File: src/rtl/jtshouse_colmix.sv
// Colour mixer: tilemap/object priority merge, palette BRAM lookup, RGB output
// with matched blank delays, plus the C116 raster-interrupt register block.
`timescale 1ns/1ps
module jtshouse_colmix #(
  parameter logic [8:0] HIRQ    = 9'h040,
  parameter logic [7:0] OBJ_TRN = 8'hFF
) (
  input  logic        clk,
  input  logic        rst,
  input  logic        pxl_cen,
  input  logic        LHBL,
  input  logic        LVBL,
  input  logic [8:0]  hdump,
  input  logic [8:0]  vdump,
  input  logic [10:0] scr_pxl,
  input  logic [2:0]  scr_prio,
  input  logic [10:0] obj_pxl,
  input  logic [2:0]  obj_prio,
  output logic [10:0] pal_addr,
  input  logic [7:0]  pal_r,
  input  logic [7:0]  pal_g,
  input  logic [7:0]  pal_b,
  input  logic        cs,
  input  logic        rnw,
  input  logic [3:0]  addr,
  input  logic [7:0]  din,
  output logic [7:0]  dout,
  output logic        irq,
  input  logic [3:0]  gfx_en,
  output logic [7:0]  red,
  output logic [7:0]  green,
  output logic [7:0]  blue,
  output logic        LHBL_dly,
  output logic        LVBL_dly
);

  localparam int unsigned CW = 11;
  localparam int unsigned PW = 3;
  localparam int unsigned VW = 9;

  logic [VW-1:0] raster_line;
  logic          irq_en;
  logic [CW-1:0] backdrop;
  logic [1:0]    blank_s1;
  logic          cpu_we;
  logic          irq_set;
  logic          irq_ack;
  logic          obj_opaque;
  logic [PW-1:0] scr_prio_eff;
  logic          obj_win;
  logic [CW-1:0] mix_addr;
  logic          unused_gfx;

  assign unused_gfx = ^gfx_en[2:1];
  assign cpu_we     = cs & ~rnw;
  assign irq_ack    = cpu_we && addr == 4'hB;
  assign irq_set    = pxl_cen && hdump == HIRQ && vdump == raster_line && irq_en;

  // CPU register writes
  always_ff @(posedge clk or posedge rst) begin
    if (rst) begin
      raster_line <= '0;
      irq_en      <= 1'b0;
      backdrop    <= '0;
    end else if (cpu_we) begin
      case (addr)
        4'h8: raster_line[8]   <= din[0];
        4'h9: raster_line[7:0] <= din;
        4'hA: irq_en           <= din[0];
        4'hC: backdrop[10:8]   <= din[2:0];
        4'hD: backdrop[7:0]    <= din;
        default: ;
      endcase
    end
  end

  // Raster interrupt: a set on the same clk as an ack takes priority
  always_ff @(posedge clk or posedge rst) begin
    if (rst)          irq <= 1'b0;
    else if (irq_set) irq <= 1'b1;
    else if (irq_ack) irq <= 1'b0;
  end

  always_comb begin
    dout = 8'h00;
    case (addr)
      4'h8: dout = {7'd0, raster_line[8]};
      4'h9: dout = raster_line[7:0];
      4'hA: dout = {7'd0, irq_en};
      4'hC: dout = {5'd0, backdrop[10:8]};
      4'hD: dout = backdrop[7:0];
      default: dout = 8'h00;
    endcase
  end

  // Priority merge; a disabled tilemap behaves as priority-0 backdrop
  always_comb begin
    obj_opaque   = gfx_en[3] && obj_pxl[7:0] != OBJ_TRN;
    scr_prio_eff = gfx_en[0] ? scr_prio : PW'(0);
    obj_win      = obj_opaque && obj_prio >= scr_prio_eff;
    mix_addr     = obj_win ? obj_pxl : (gfx_en[0] ? scr_pxl : backdrop);
  end

  always_ff @(posedge clk or posedge rst) begin
    if (rst) begin
      pal_addr <= '0;
      blank_s1 <= 2'b00;
    end else if (pxl_cen) begin
      pal_addr <= mix_addr;
      blank_s1 <= {LHBL, LVBL};
    end
  end

  // Palette data has settled by the next pixel enable; blank it with the delayed blanks
  always_ff @(posedge clk or posedge rst) begin
    if (rst) begin
      red      <= 8'h00;
      green    <= 8'h00;
      blue     <= 8'h00;
      LHBL_dly <= 1'b0;
      LVBL_dly <= 1'b0;
    end else if (pxl_cen) begin
      red      <= (&blank_s1) ? pal_r : 8'h00;
      green    <= (&blank_s1) ? pal_g : 8'h00;
      blue     <= (&blank_s1) ? pal_b : 8'h00;
      LHBL_dly <= blank_s1[1];
      LVBL_dly <= blank_s1[0];
    end
  end

endmodule

File: config.mk
export PLATFORM = sky130hd
export DESIGN_NAME = jtshouse_colmix
export DESIGN_NICKNAME = d
export VERILOG_FILES = /design/src/rtl/jtshouse_colmix.sv
export SDC_FILE = /design/constraint.sdc
export NUM_CORES = 1
export LEC_CHECK = 0
export ABC_AREA = 1
export BUFFER_PORTS_ARGS = -buffer_cell sky130_fd_sc_hd__buf_4
export CAP_MARGIN = 0
export CORE_MARGIN = 2
export CORE_UTILIZATION = 48
export DETAILED_ROUTE_END_ITERATION = 12
export GPL_TIMING_DRIVEN = 0
export PLACE_DENSITY = 0.92
export REMOVE_ABC_BUFFERS = 1
export SYNTH_ARGS = -nofsm -noshare
export SYNTH_HDL_FRONTEND = slang
export SYNTH_SLANG_ARGS = --single-unit
export TNS_END_PERCENT = 1
File: constraint.sdc
create_clock -name clk -period 2.53 [get_ports clk]
set_input_delay 0.506 -clock clk [delete_from_list [all_inputs] [get_ports clk]]
set_output_delay 0.506 -clock clk [all_outputs]
set_load 0.05 [all_outputs]
==> results.md <==
- Max Cap Viol: 0
- DIE WIDTH: 86.1 um
- Largest net degree at the start of global routing: 40
- Share of layout cells above drive strength 1: 34.6%
- ANT cells: 0
- CTS root buf: clkbuf_8
- Routed WL per cell: 14.9 um
- RePlAce Congestion: 0.880
- Cell count after synthesis: 403
- Total power: 2800 uW
- Grt total ovfl: 0
- Crit Path Max Fanout: 21
- Largest family of logic cells by synthesized area: simple AND/OR/NAND/NOR gates
- Unrepaired setup endpoints after global routing: no
- H-Tree Depth: 3
- Pin slew with the least headroom to its limit: 1150 ps
- Post-Synth XOR/XNOR Area: 1.90%
- CP Launch Type: input port
- Distinct cell type count after synthesis: 31
- First-pass GRT wire length: 14400 um
- Shortest period the worst path allows: 2030 ps
- WL final: 9140 um
- Critical path's largest stage delay: 390 ps
- Worst-Skew Late Latency: 340 ps
- Initial Util: 50.4%
- Final Setup Violations: 0
- Remaining antenna violation count after routing: 0
- Via/cell ratio: 5.22
- Warning count from the yosys run: 0
- WS Path Type: in2reg
- Hold buffers post-CTS: 0
- Nets: 628
- Leakage: 0.00239 uW
- Post-synthesis adder-cell area fraction: 1.16%
- Setup TNS: 0 ps
- Synthesized area per cell: 8.03 sq um
- # DRC: 0
- Layout filler cell count: 549
- Io pins: 139
- Area of the mapped netlist: 0.00323 sq mm
- Area grow syn2layout: 37.8%
- Slew margin rel.: 23.1%
- CP max-delay cell: nand3_1
- Pwr dens: 629 mW/mm^2
- # clock sinks: 61
- Hold_ws: 267 ps
- PortBufs: 136
- Final non-filler cell total: 614
- Core Box Area: 0.00642 sq mm
- Final Cycle Share: 80.3%
- Die Height: 86.1 um
- DRT Pass-1 Iters: 4
- Std cell rows: 29
- DR vias: 3203
- Crit-path most repeated cell: nand2_1
- Post-Synth Simple-Gate Area: 28.2%
- Initial antenna violation count: 0
- Total GRT Usage: 24.9%
- Reg clk slew, reported paths: 70 ps
- CTS tree: yes
- Max-slew violation count: 0
- Vias in the first global route: 3208
- Status: completed
- Worst IR Drop VDD: 373 uV
- Worst-case clock buffer depth: 2
- Max Freq: 492 MHz
- Setup Skew: 7.80 ps
- CP cell instances: buf_4 > nand2_1 > ha_1 > nand2_1 > inv_1 > nand2_1 > nand2_1 > nand3_1 > nand2_1 > nand3_1 > nand2_1
- Iter 0 DRT Violations: 186
- Setup Buffers After CTS: 0
- Placed Instances: 598
- Endpoint class of the critical path: register
- Area of the die: 0.00741 sq mm
- Seq cells post-synth: 61
- Cts repair resizes: 0
- Min-delay worst type: in2async
- Final HPWL DP: 6960 um
- Sequential area share after synthesis: 47.2%
- Critical path required time: 2810 ps
- Post-synthesis compound-gate area fraction: 11.6%
- Critical Path AT: 2310 ps
- Num CTS Buffers: 9
- Fin. Hold Viols: 0
- Post-synthesis mux area share: 1.24%
-- Yosys cell counts (all sizes together) --
master	count	share of area, %
nor3	3	0.46
o21ai	51	9.7
clkinv	1	0.12
xnor2	7	1.9
o211ai	1	0.23
nand4	15	2.9
o22ai	2	0.39
a21oi	8	1.2
ha	3	1.2
inv	43	5.2
mux2i	4	1.2
nor2	16	2.8
nand2	149	19
clkbuf	6	0.70
buf	13	2.6
nand3	18	2.8
dfrtp	61	47
or2	2	0.39
-- worst paths after layout --
path                                         startpoint                       end  slack (ps)  cells after the start
worst max-delay path                          gfx_en[0]   pal_addr[9]$_DFFE_PP0P_         500                     11
worst min-delay path                                rst  pal_addr[10]$_DFFE_PP0P_         270                      2
worst max register to register  blank_s1[1]$_DFFE_PP0P_      green[2]$_DFFE_PP0P_        1230                      2
min in group clk                                   LHBL   blank_s1[1]$_DFFE_PP0P_         370                      3
worst min register to register     LHBL_dly$_DFFE_PP0P_      LHBL_dly$_DFFE_PP0P_         480                      2
max in group asynchronous                           rst   pal_addr[8]$_DFFE_PP0P_        1670                      3
-- state kept, by name (all words and copies together), names as in the netlist, 2 cells and up --
name / cells
blue: 8
raster_line: 9
backdrop: 11
blank_s1: 2
green: 8
red: 8
pal_addr: 11
-- through the flow --
stage / instance area, sq um / util [%] / worst slack, ps
final: 4460 / 69.4 / 498
after global routing: 4460 / 69.4 / 271
after CTS: 4460 / 69.4 / 509
after detailed placement: 4260 / 66.4 / 174
after global placement: 4240 / 66.1 / -217
after floorplan: 3130 / - / 168
-- cell families (layout without fill, tap and decap cells) --
family,count (synthesis),after routing
xor+xnor,7,7
fa+ha+maj,3,3
buf+inv,63,197
flops,61,61
simple gates,203,203
mux,4,4
compound gates,62,62
-- layer usage --
metal | GRT usage, % | share of wire (%) | vias up
li1 | - | - | 1545
met1 | 30.1 | 39 | 1497
met2 | 42.8 | 52 | 140
met3 | 5.49 | 6.3 | 21
met4 | 10.2 | 2.4 | 0
met5 | 0 | 0 | -
-- layout make-up --
cell class	count	area, sq um	area share [%]
clock buffer	12	145	3.26
clock inverter	4	47.5	1.07
inverter	44	173	3.87
timing repair buffer	137	1040	23.4
tap	77	96.3	2.16
sequential	61	1530	34.3
multi-input combinational	279	1430	32.0
-- critical path, delay by kind of cell --
kind / cells / cell delay, ps
adder cells (fa/ha/maj): 1 / 290
buffers and inverters: 2 / 280
AND/OR/NAND/NOR: 8 / 1220
-- power breakdown --
part	internal (uW)	switching [uW]	total, uW
clock	479	383	863
combinational	292	466	758
sequential	1090	93.8	1180
-- cells in the final DEF, fill, tap and decap left out, types with 10 or more instances in the layout --
cell type,n
o21ai_0,32
inv_1,38
nand2_1,140
clkbuf_8,10
buf_4,136
dfrtp_1,61
o21ai_2,16
nand4_1,15
nor2_1,13
nand3_1,18
Power figures use the tool's default switching activity.
